File: src/rtl/dmem_pkg.sv
// Shared types and constants for the data-memory arbiter.
package dmem_pkg;

   typedef enum logic [1:0] {StIdle, StOwn0, StOwn1} arb_state_e;

   localparam logic PORT_CPU = 1'b0;
   localparam logic PORT_LDR = 1'b1;

   localparam int unsigned DMEM_DEPTH = 256;
   localparam int unsigned DMEM_IDX_W = $clog2(DMEM_DEPTH);

   function automatic arb_state_e own_state(input logic id);
      return (id == PORT_LDR) ? StOwn1 : StOwn0;
   endfunction

endpackage

File: src/rtl/dmem_arb_prio.sv
// Combinational grant select: fixed m0 priority from idle, owner keeps the bus up to the burst cap.
module dmem_arb_prio
   import dmem_pkg::*;
#(
   parameter int unsigned MAX_BURST = 4,
   parameter int unsigned CNT_W     = 3
) (
   input  arb_state_e       state,
   input  logic [CNT_W-1:0] burst_cnt,
   input  logic             m0_req,
   input  logic             m1_req,
   output logic [1:0]       gnt,
   output logic             owner
);

   logic cap_ok;

   assign cap_ok = burst_cnt < CNT_W'(MAX_BURST);

   always_comb begin
      gnt = 2'b00;
      case (state)
         StIdle: begin
            if (m0_req)      gnt = 2'b01;
            else if (m1_req) gnt = 2'b10;
         end
         StOwn0: begin
            if (m0_req && (cap_ok || !m1_req)) gnt = 2'b01;
            else if (m1_req)                   gnt = 2'b10;
         end
         StOwn1: begin
            if (m1_req && (cap_ok || !m0_req)) gnt = 2'b10;
            else if (m0_req)                   gnt = 2'b01;
         end
         default: gnt = 2'b00;
      endcase
   end

   assign owner = gnt[1] ? PORT_LDR : PORT_CPU;

endmodule

File: src/rtl/dmem_arbiter.sv
// Two-port arbiter in front of the single-port synchronous-read data memory.
// Optional address checking is enabled with DMEM_ARB_ADDR_CHECK_EN.
module dmem_arbiter
   import dmem_pkg::*;
#(
   parameter int unsigned MAX_BURST = 4,
   parameter int unsigned DEPTH     = DMEM_DEPTH,
   parameter int unsigned ADDR_W    = 32
) (
   input  logic              clk,
   input  logic              rst,
   input  logic              m0_req,
   input  logic              m0_we,
   input  logic [ADDR_W-1:0] m0_addr,
   input  logic [31:0]       m0_wdata,
   output logic              m0_gnt,
   output logic              m0_rvalid,
   output logic [31:0]       m0_rdata,
   output logic              m0_err,
   input  logic              m1_req,
   input  logic              m1_we,
   input  logic [ADDR_W-1:0] m1_addr,
   input  logic [31:0]       m1_wdata,
   output logic              m1_gnt,
   output logic              m1_rvalid,
   output logic [31:0]       m1_rdata,
   output logic              m1_err,
   output logic [ADDR_W-1:0] mem_addr,
   output logic [31:0]       mem_wdata,
   output logic              mem_read,
   output logic              mem_write,
   input  logic [31:0]       mem_rdata
);

   localparam int unsigned CNT_W = $clog2(MAX_BURST + 1);

   arb_state_e        state_q, state_d;
   logic [CNT_W-1:0]  burst_cnt_q, burst_cnt_d;
   logic              rd_pend_q, rd_pend_d;
   logic              rd_tag_q, rd_tag_d;
   logic [1:0]        gnt;
   logic              owner, any_gnt, win_we, illegal, rd_ill;
   logic [ADDR_W-1:0] win_addr;
   logic [31:0]       win_wdata;

   dmem_arb_prio #(
      .MAX_BURST (MAX_BURST),
      .CNT_W     (CNT_W)
   ) u_prio (
      .state     (state_q),
      .burst_cnt (burst_cnt_q),
      .m0_req    (m0_req),
      .m1_req    (m1_req),
      .gnt       (gnt),
      .owner     (owner)
   );

   assign m0_gnt  = gnt[0];
   assign m1_gnt  = gnt[1];
   assign any_gnt = |gnt;

   assign win_we    = (owner == PORT_LDR) ? m1_we    : m0_we;
   assign win_addr  = (owner == PORT_LDR) ? m1_addr  : m0_addr;
   assign win_wdata = (owner == PORT_LDR) ? m1_wdata : m0_wdata;

`ifdef DMEM_ARB_ADDR_CHECK_EN
   logic err_q, ill_q;

   assign illegal = (win_addr[1:0] != 2'b00) ||
                    ({2'b00, win_addr[ADDR_W-1:2]} >= ADDR_W'(DEPTH));
   assign rd_ill  = ill_q;
   assign m0_err  = err_q && (rd_tag_q == PORT_CPU);
   assign m1_err  = err_q && (rd_tag_q == PORT_LDR);
`else
   assign illegal = 1'b0;
   assign rd_ill  = 1'b0;
   assign m0_err  = 1'b0;
   assign m1_err  = 1'b0;
`endif

   // Illegal accesses are still granted but never reach the memory.
   always_comb begin
      mem_addr  = any_gnt ? win_addr  : '0;
      mem_wdata = any_gnt ? win_wdata : '0;
      mem_read  = any_gnt && !win_we && !illegal;
      mem_write = any_gnt &&  win_we && !illegal;
   end

   always_comb begin
      state_d     = any_gnt ? own_state(owner) : StIdle;
      rd_pend_d   = any_gnt && !win_we;
      rd_tag_d    = any_gnt ? owner : rd_tag_q;
      burst_cnt_d = '0;
      if (any_gnt) begin
         if (state_q == own_state(owner)) begin
            burst_cnt_d = (burst_cnt_q == CNT_W'(MAX_BURST)) ? burst_cnt_q
                                                             : burst_cnt_q + 1'b1;
         end else begin
            burst_cnt_d = CNT_W'(1);
         end
      end
   end

   always_ff @(posedge clk or posedge rst) begin
      if (rst) begin
         state_q     <= StIdle;
         burst_cnt_q <= '0;
         rd_pend_q   <= 1'b0;
         rd_tag_q    <= PORT_CPU;
`ifdef DMEM_ARB_ADDR_CHECK_EN
         err_q       <= 1'b0;
         ill_q       <= 1'b0;
`endif
      end else begin
         state_q     <= state_d;
         burst_cnt_q <= burst_cnt_d;
         rd_pend_q   <= rd_pend_d;
         rd_tag_q    <= rd_tag_d;
`ifdef DMEM_ARB_ADDR_CHECK_EN
         err_q       <= any_gnt && illegal;
         ill_q       <= any_gnt && illegal;
`endif
      end
   end

   assign m0_rvalid = rd_pend_q && (rd_tag_q == PORT_CPU);
   assign m1_rvalid = rd_pend_q && (rd_tag_q == PORT_LDR);
   assign m0_rdata  = (m0_rvalid && !rd_ill) ? mem_rdata : 32'h0;
   assign m1_rdata  = (m1_rvalid && !rd_ill) ? mem_rdata : 32'h0;

endmodule

File: config.mk
export PLATFORM = sky130hd
export DESIGN_NAME = dmem_arbiter
export DESIGN_NICKNAME = d
export VERILOG_FILES = /design/src/rtl/dmem_pkg.sv /design/src/rtl/dmem_arb_prio.sv /design/src/rtl/dmem_arbiter.sv
export SDC_FILE = /design/constraint.sdc
export NUM_CORES = 1
export LEC_CHECK = 0
export CAP_MARGIN = 20
export CORE_AREA = 2 2 118 120
export CTS_CLUSTER_SIZE = 10
export DETAILED_ROUTE_END_ITERATION = 7
export DIE_AREA = 0 0 120 122
export HOLD_SLACK_MARGIN = 0.05
export PLACE_DENSITY = 0.61
export SETUP_SLACK_MARGIN = 0.02
export SYNTH_ARGS = -nofsm -noshare
export SYNTH_HDL_FRONTEND = slang
export SYNTH_SLANG_ARGS = --single-unit
File: constraint.sdc
create_clock -name clk -period 3.4 [get_ports clk]
set_clock_uncertainty 0.1 [all_clocks]
set_input_delay 0.51 -clock clk [delete_from_list [all_inputs] [get_ports clk]]
set_output_delay 0.51 -clock clk [all_outputs]
set_load 0.03 [all_outputs]
# ---- After elaboration in Yosys (flattened, before gate mapping)
# Index checks and enable logic that the tools add are counted.
dict set report classes {
  n_reduce_logical 13
  n_bitwise 1
  mux 19
  addsub 1
  magnitude_cmp 1
  eq_ne 5
}
# operator count
set ops {}
lappend ops {{32-bit 2-to-1 mux} 6}
lappend ops {{2-bit 2-to-1 mux} 6}
lappend ops {{3-bit 2-to-1 mux} 3}
lappend ops {{1-bit logical AND} 6}
lappend ops {{2-bit case mux with 3 select lines} 1}
lappend ops {{3-bit by 1-bit adder with 3-bit output (second input constant)} 1}
lappend ops {{3-bit == test (second input constant)} 1}
lappend ops {{1-bit zero test} 3}
lappend ops {{3-bit less-than comparator (second input constant)} 1}
lappend ops {{1-bit 2-to-1 mux} 3}
lappend ops {{3-bit != test (second input constant)} 1}
lappend ops {{2-bit by 1-bit == test with 1-bit output (second input constant)} 1}
lappend ops {{2-bit == test} 1}
lappend ops {{2-bit == test (second input constant)} 1}
lappend ops {{2-bit zero test} 1}
lappend ops {{1-bit logical OR} 2}
lappend ops {{2-bit OR reduction} 1}
lappend ops {{1-bit inverter} 1}
dict set report totals {
  out_inout_bits 136
  in_bits 166
  ff_bits 7
}

# ---- Depth between registers and ports, before layout
# Gate-level depths: netlist (run 1).
dict set report logic_depth {
  ltp_word 10
  ltp_mapped 8
  mapped_depth_nobuf 6
}

# ---- Cells and area by module
# Synthesis (run 1) repeated with hierarchy kept, for this count alone.
dict set report unflattened {
  hier_cells 257
  hier_area_um2 1864.3
}
# module cells_each instances seq_area_each_um2 area_each_um2
set by_module_without_submodules {}
lappend by_module_without_submodules {dmem_arbiter 251 1 175.2 1814.2}
lappend by_module_without_submodules {dmem_arb_prio 6 1 0.0 50.0}

# ---- Worst setup path before layout (run 1)
# Ideal clock, no wire load.
dict set report synth_timing {
  path_type {input to output}
  startpoint {in m1_req}
  endpoint {out mem_addr[23]}
  arrival_time_ns 1.872
  path_stages 5
  path_buffers 2
  required_ns 2.790
  path_slack_ns 0.918
  cell_sequence {o21a_1 -> buf_2 -> clkbuf_1 -> nand2_1 -> o21ai_0}
}
dict set report synth_between {
  elab_chain_len 8
}
# item line_no
set synth_rtl {}
lappend synth_rtl {{start, declared} dmem_arbiter.sv:20} ;# input logic m1_req,
lappend synth_rtl {{1-bit zero test} dmem_arb_prio.sv:28} ;# if (m0_req && (cap_ok || !m1_req)) gnt = 2'b01;
lappend synth_rtl {{1-bit logical OR} dmem_arb_prio.sv:28}
lappend synth_rtl {{1-bit logical AND} dmem_arb_prio.sv:28}
lappend synth_rtl {{2-bit 2-to-1 mux} dmem_arb_prio.sv:28}
lappend synth_rtl {{2-bit case mux with 3 select lines (*)} dmem_arb_prio.sv:22} ;# case (state)
lappend synth_rtl {{1-bit 2-to-1 mux} dmem_arb_prio.sv:39} ;# assign owner = gnt[1] ? PORT_LDR : PORT_CPU;
lappend synth_rtl {{32-bit 2-to-1 mux} dmem_arbiter.sv:63} ;# assign win_addr = (owner == PORT_LDR) ? m1_addr : m0_addr;
lappend synth_rtl {{32-bit 2-to-1 mux (*)} dmem_arbiter.sv:83} ;# mem_addr = any_gnt ? win_addr : '0;
lappend synth_rtl {{end, declared} dmem_arbiter.sv:28} ;# output logic [ADDR_W-1:0] mem_addr,
# Every way passes the cells marked *; elsewhere a longest branch is shown, timed or not.

# ---- Worst setup path after layout (run 1)
dict set report layout_timing {
  startpoint {in m0_req}
  endpoint {out mem_wdata[10]}
}
dict set report layout_between {
  elab_chain_len 8
}
# item line_no
set layout_rtl {}
lappend layout_rtl {{start, declared} dmem_arbiter.sv:12} ;# input logic m0_req,
lappend layout_rtl {{1-bit zero test} dmem_arb_prio.sv:32} ;# if (m1_req && (cap_ok || !m0_req)) gnt = 2'b10;
lappend layout_rtl {{1-bit logical OR} dmem_arb_prio.sv:32}
lappend layout_rtl {{1-bit logical AND} dmem_arb_prio.sv:32}
lappend layout_rtl {{2-bit 2-to-1 mux} dmem_arb_prio.sv:32}
lappend layout_rtl {{2-bit case mux with 3 select lines (*)} dmem_arb_prio.sv:22}
lappend layout_rtl {{1-bit 2-to-1 mux} dmem_arb_prio.sv:39}
lappend layout_rtl {{32-bit 2-to-1 mux} dmem_arbiter.sv:64} ;# assign win_wdata = (owner == PORT_LDR) ? m1_wdata : m0_wdata;
lappend layout_rtl {{32-bit 2-to-1 mux (*)} dmem_arbiter.sv:84} ;# mem_wdata = any_gnt ? win_wdata : '0;
lappend layout_rtl {{end, declared} dmem_arbiter.sv:29} ;# output logic [31:0] mem_wdata,
# Marks and branches as above.

==> flow_summary.ini, run 1 <==
[floorplanning]
rows = 43
core-area_um2 = 13500
die-height_um = 122
ioPinCount = 302
dieWidth_um = 120
fp.dieArea_um2 = 14600
initial_utilization_pct = 14.2

[global_route]
grt_overflow_total = 0
grt_max_degree = 66
first_global_vias = 3513
global_route.usage.total_pct = 15.3
number_of_antenna_violations_at_the_first_check_in_global_routing = 0
grt_pass1_wl_mm = 18.2

[clocking]
depth_of_the_cts_h_tree = 1
cts_made_buffers = 3
cts_root_buffer = sky130_fd_sc_hd__clkbuf_16
post_cts.repair.setup_buffers = 0
max-clock-path-buffers = 2
cts_tree = done
clkLatencyLatePin_ns = 0.23
path_clk_slew_ns = 0.04
cts-hold-fix-buffers = 0
cts.sink_count = 7

[yosys]
yosysUniqueCellTypes = 28
ys_ff_latch = 7
ys_dominant_reg_cell = sky130_fd_sc_hd__dfrtp_1
syn_avg_cell_area_um2 = 5.46
async_reset_ff_share_pct = 100
yosysTopAreaCell = sky130_fd_sc_hd__o21ai_0
synth.yosys.warnings = 0
share_of_the_yosys_chip_area_belonging_to_registers_pct = 9.14
netlist_instances = 351
number_of_synthesized_flops_with_an_enable_pin = 0
synth_largest_type_area_fraction_pct = 29.3
netlist_area_um2 = 1920
synth_top_cells_by_area = sky130_fd_sc_hd__o21ai_0, sky130_fd_sc_hd__nand2_1, sky130_fd_sc_hd__and2_1, sky130_fd_sc_hd__and3_1, sky130_fd_sc_hd__dfrtp_1

[power]
clock_power_share_pct = 12.5
leakage_nw = 2.40
vdd_drop_max_uv = 145
power_density_nw_per_um2 = 316
power.net_switching_mw = 0.806
power_frac_comb_pct = 81.0
share_seq_of_total_power_pct = 6.5
cell_internal_pwr_mw = 0.843
power.share.switching_pct = 48.9

[cells_and_area]
mostFrequentLayoutCells = sky130_fd_sc_hd__clkdlybuf4s50_1, sky130_fd_sc_hd__o21ai_0, sky130_fd_sc_hd__nand2_1
postLayoutCellArea_um2 = 5220
area_delta_synth_final_pct = 172
num-fill-cells = 1397
drive_gt1_share_pct = 5.11
design.final.nets = 795
n_antenna_cell = 0
mostFrequentLayoutCell = sky130_fd_sc_hd__clkdlybuf4s50_1

[drt]
wire_per_inst_um = 15.4
dr_total_vias = 3611
drt_first_iter_violations = 137
count_of_nets_left_with_antenna_violations_after_detail_routing = 0
detail_route.drc_violations = 0
postRouteWirelength_mm = 12.4
vias_per_cell = 4.48
detail_route.first_pass.iterations = 4

[sta]
max_freq_mhz = 302
finalSetupViolations = 0
final.min_clock_period_ns = 3.31
finalHoldViolations = 0
grt_setup_unrepaired = false
tns_ns = 0
final-max-slew-violation-count = 0
period_share_pct = 97.3

[setup_path]
path_max_fanout = 34
worst_r2r_path_depth = 5
critPathCaptureType = output pin
worst-setup-path-type = in -> out
arrival_ns = 2.70
worstSetupStartpointType = input port
required_ns = 2.79

[placement]
postPlaceCellArea_um2 = 5070
hpwl_mm = 10.2
port_buffers = 299
place_congestion = 0.767

[min_path]
hold_path.class = in -> async

[status]
outcome = complete, no violations

[job]
max_cap_viol_count = 0
[Yosys cell counts, types with 2 or more instances]
cell and n:
sky130_fd_sc_hd__inv_1 5, sky130_fd_sc_hd__o21ai_1 19, sky130_fd_sc_hd__o21ai_0 112, sky130_fd_sc_hd__and3_1 33, sky130_fd_sc_hd__nand2_1 74, sky130_fd_sc_hd__clkbuf_1 27, sky130_fd_sc_hd__ha_1 2, sky130_fd_sc_hd__buf_2 4
sky130_fd_sc_hd__a21oi_1 5, sky130_fd_sc_hd__buf_4 3, sky130_fd_sc_hd__nor2b_1 2, sky130_fd_sc_hd__nand2b_1 3, sky130_fd_sc_hd__dfrtp_1 7, sky130_fd_sc_hd__nor2_1 3, sky130_fd_sc_hd__clkbuf_2 4, sky130_fd_sc_hd__a211oi_1 2
sky130_fd_sc_hd__buf_6 3, sky130_fd_sc_hd__and2_1 33
[repair_timing]
action | 4_1_cts | 5_1_grt
pin swaps | 0 | 0
resized for setup | 1 | 28
endpoints found under the setup margin | 1 | 29
gates cloned | 0 | 0
hold endpoints to repair | 0 | 0
[path summary, 6_finish.rpt]
path                       slack [ns]            from        endpoint
min reg2reg                      0.48  burst_cnt_q[1]  burst_cnt_q[1]
max                              0.09          m0_req   mem_wdata[10]
max reg2reg                      1.52  burst_cnt_q[2]       rd_pend_q
min                              0.42             rst      state_q[0]
max in group asynchronous        2.56             rst       rd_pend_q
min in group clk                 0.48  burst_cnt_q[1]  burst_cnt_q[1]
[stage by stage]
| step | hold WS [ns] | setup WS [ns] | instances | power, mW | util (%) |
|---|---|---|---|---|---|
| after global placement | 0.445 | 0.115 | 802 | 1.45 | 37.5 |
| after global routing | 0.458 | 0.0211 | 806 | 1.74 | 38.6 |
| final | 0.419 | 0.0907 | 806 | 1.65 | 38.6 |
| after floorplan | 0.213 | 0.918 | 352 | 0.804 | - |
| after CTS | 0.428 | 0.0432 | 806 | 1.67 | 38.1 |
| after detailed placement | 0.475 | 0.0299 | 802 | 1.46 | 37.5 |
[flip-flops by register name (all words and copies together) (netlist names)]
name         cells
burst_cnt_q      3
rd_pend_q        1
rd_tag_q         1
state_q          2
[power groups by stage]
stage | logic [mW] | clock network (mW) | registers (mW)
after global routing | 1.42 | 0.213 | 0.109
final | 1.34 | 0.205 | 0.108
after detailed placement | 1.35 | 0 | 0.108
after global placement | 1.34 | 0 | 0.107
after floorplan | 0.696 | 0 | 0.108
after CTS | 1.36 | 0.209 | 0.107
[per-layer routing]
metal | routed length [um] | vias to the layer above | global-route usage (%)
met5 | 0 | - | 0
met4 | 91 | 0 | 1.84
met3 | 1170 | 11 | 3.98
met2 | 6590 | 225 | 30.6
li1 | - | 1740 | -
met1 | 4530 | 1635 | 16.5
[kinds of logic after synthesis]
group / share of synthesized area [%]
adders and majority gates: 1.31
other: 0.196
AOI/OAI and AO/OA: 38.1
DFF: 9.14
and+or+nand+nor: 39.5
xor gates and xnor gates: 0.457
buffers and inverters: 11.3
[critical path, stage by stage]
cell and delay (ns):
sky130_fd_sc_hd__clkdlybuf4s50_1 0.59, sky130_fd_sc_hd__a21oi_4 0.10, sky130_fd_sc_hd__or2_2 0.37, sky130_fd_sc_hd__buf_12 0.19
sky130_fd_sc_hd__o21ai_0 0.21, sky130_fd_sc_hd__clkdlybuf4s50_1 0.72
[cell type report]
cell class / count / area [um^2] / share of cell area (%)
clock buffer: 4 / 78.8 / 1.51
timing repair buffer: 311 / 3170 / 60.8
sequential: 7 / 175 / 3.36
inverter: 5 / 18.8 / 0.360
multi-input combinational: 299 / 1550 / 29.7
tap: 180 / 225 / 4.32
Power figures use the tool's default switching activity.
==> run 2, diff against run 1 <==
Settings changed: CORE_AREA 2 2 118 120 to 3 3 115 117, DIE_AREA 0 0 120 122 to 0 0 118 120, PLACE_DENSITY 0.61 to 0.64.
==> flow_summary.ini, run 2 (same netlist as run 1, synthesis figures left out) <==
[floorplanning]
ioPinCount = 302
initial_utilization_pct = 15.4
fp.dieArea_um2 = 14200
core-area_um2 = 12500
rows = 41
die-height_um = 120
dieWidth_um = 118

[cells_and_area]
n_antenna_cell = 0
drive_gt1_share_pct = 12.1
mostFrequentLayoutCells = sky130_fd_sc_hd__clkdlybuf4s50_1, sky130_fd_sc_hd__o21ai_0, sky130_fd_sc_hd__nand2_1
design.final.nets = 797
regMostFlops = burst_cnt_q
biggestRegsByFlops = burst_cnt_q (3), state_q (2)
num-fill-cells = 1269
area_delta_synth_final_pct = 176
mostFrequentLayoutCell = sky130_fd_sc_hd__clkdlybuf4s50_1
number_of_flip_flops_under_the_largest_register_name = 3

[setup_path]
timing.rr.start = burst_cnt_q[2]
path_max_fanout = 37
worst-setup-path-type = in -> out
worst_path_most_repeated_cell = sky130_fd_sc_hd__clkdlybuf4s50_1
rr_endpoint = rd_pend_q
worst-path-stages = 6
worstSetupStartpointType = input port
arrival_ns = 2.67
worst_path_max_delay_cell = sky130_fd_sc_hd__clkdlybuf4s50_1
required_ns = 2.79
timing.critical_path.max_delay_family = buffers and inverters
max_stage_delay_ns = 0.69
worst_setup_path_startpoint = m0_req
critical_path_buf_inv_count = 3
timing.critical_path.cells = clkdlybuf4s50_1 -> a21oi_4 -> or2_2 -> buf_12 -> o21ai_0 -> clkdlybuf4s50_1
reg2reg_setup_slack_ns = 1.53
critPathCaptureType = output pin
worst_r2r_path_depth = 5
critical_path_sink = mem_addr[26]

[power]
leakage_nw = 2.47
totalPowerFinal_mw = 1.70
vdd_drop_max_uv = 129
power_density_nw_per_um2 = 322

[drt]
vias_per_cell = 4.41
detail_route.drc_violations = 0
detail_route.first_pass.iterations = 6
dr_total_vias = 3526
drt_first_iter_violations = 180
postRouteWirelength_mm = 12.1
count_of_nets_left_with_antenna_violations_after_detail_routing = 0
wire_per_inst_um = 15.1

[clocking]
cts_root_buffer = sky130_fd_sc_hd__clkbuf_16
clkLatencyLatePin_ns = 0.23
cts.sink_count = 7
max-clock-path-buffers = 2
cts_made_buffers = 3
post_cts.repair.setup_buffers = 0
path_clk_slew_ns = 0.03
depth_of_the_cts_h_tree = 1
cts-hold-fix-buffers = 0
cts_tree = done

[placement]
port_buffers = 299
hpwl_mm = 10.0
place_congestion = 0.824

[sta]
final-max-slew-violation-count = 0
finalSetupViolations = 0
timing.slew.headroom_pct = 44.7
max_freq_mhz = 305
period_share_pct = 96.5
final.min_clock_period_ns = 3.28
tightest_slew_ns = 0.829
finalHoldViolations = 0
tns_ns = 0
grt_setup_unrepaired = false

[global_route]
grt_pass1_wl_mm = 17.8
global_route.usage.total_pct = 15.4
grt_overflow_total = 0
number_of_antenna_violations_at_the_first_check_in_global_routing = 0
grt_max_degree = 58
first_global_vias = 3389

[status]
outcome = complete, no violations

[job]
max_cap_viol_count = 0

[min_path]
hold_path.class = in -> async
## run 2: changes by cell type in the layout (fill, tap and decap cells not counted), sizes merged
cell / delta
dlymetal6s2s: -6
buf: +44
clkdlybuf4s50: -35
dlygate4sd2: -1
## run 2: how the worst min path moves through the flow
| stage | startpoint | endpoint | cells past startpoint |
|---|---|---|---|
| floorplan | rst | burst_cnt_q[0] | 1 |
| global placement | burst_cnt_q[1] | burst_cnt_q[1] | 2 |
| detailed placement | burst_cnt_q[1] | burst_cnt_q[1] | 2 |
| CTS | rst | burst_cnt_q[1] | 2 |
| global route | rst | state_q[0] | 2 |
| finish | rst | burst_cnt_q[1] | 2 |
## run 2: power breakdown
group | leakage (nW) | internal, mW | switching, mW
Combinational | 2.35 | 0.638 | 0.730
Sequential | 0.0876 | 0.0952 | 0.0411
Clock | 0.0382 | 0.156 | 0.0428
## run 2: cell type report
type / count / area (um^2) / share of cell area [%]
Timing Repair Buffer: 313 / 3250 / 61.5
Multi-Input combinational cell: 299 / 1550 / 29.3
Tap cell: 172 / 215 / 4.07
Sequential cell: 7 / 175 / 3.31
Clock buffer: 4 / 78.8 / 1.49
Inverter: 5 / 18.8 / 0.355
## run 2: per-stage QoR
step                      hold WS, ns  util [%]  setup WS, ns  area, um^2  std cells
after global placement          0.447      41.4         0.138        5150        796
after CTS                       0.435      42.0        0.0692        5230        800
after detailed placement        0.460      41.4        0.0755        5150        796
after global routing            0.454      42.4        0.0232        5290        800
final                           0.418      42.4         0.119        5290        800
after floorplan                 0.213         -         0.918        1920        352
## run 2: timing repair
action                                  4_1_cts  5_1_grt
gates resized for setup                       0       21
endpoints found under the setup margin        0       21
hold endpoints to repair                      0        0
## run 2: routing by layer
layer / part of all wire, % / track usage (%) / vias to the layer above
met5: 0 / 0 / -
met4: 0.54 / 2.34 / 0
met3: 9.2 / 4.48 / 4
met2: 53 / 30.4 / 203
met1: 37 / 16.4 / 1579
li1: - / - / 1740
==> run 3, diff against run 2 <==
Settings changed: SKIP_LAST_GASP set to 1.
==> results of run 3 <==
Final layout, timing and power as in run 2 (identical DEF).
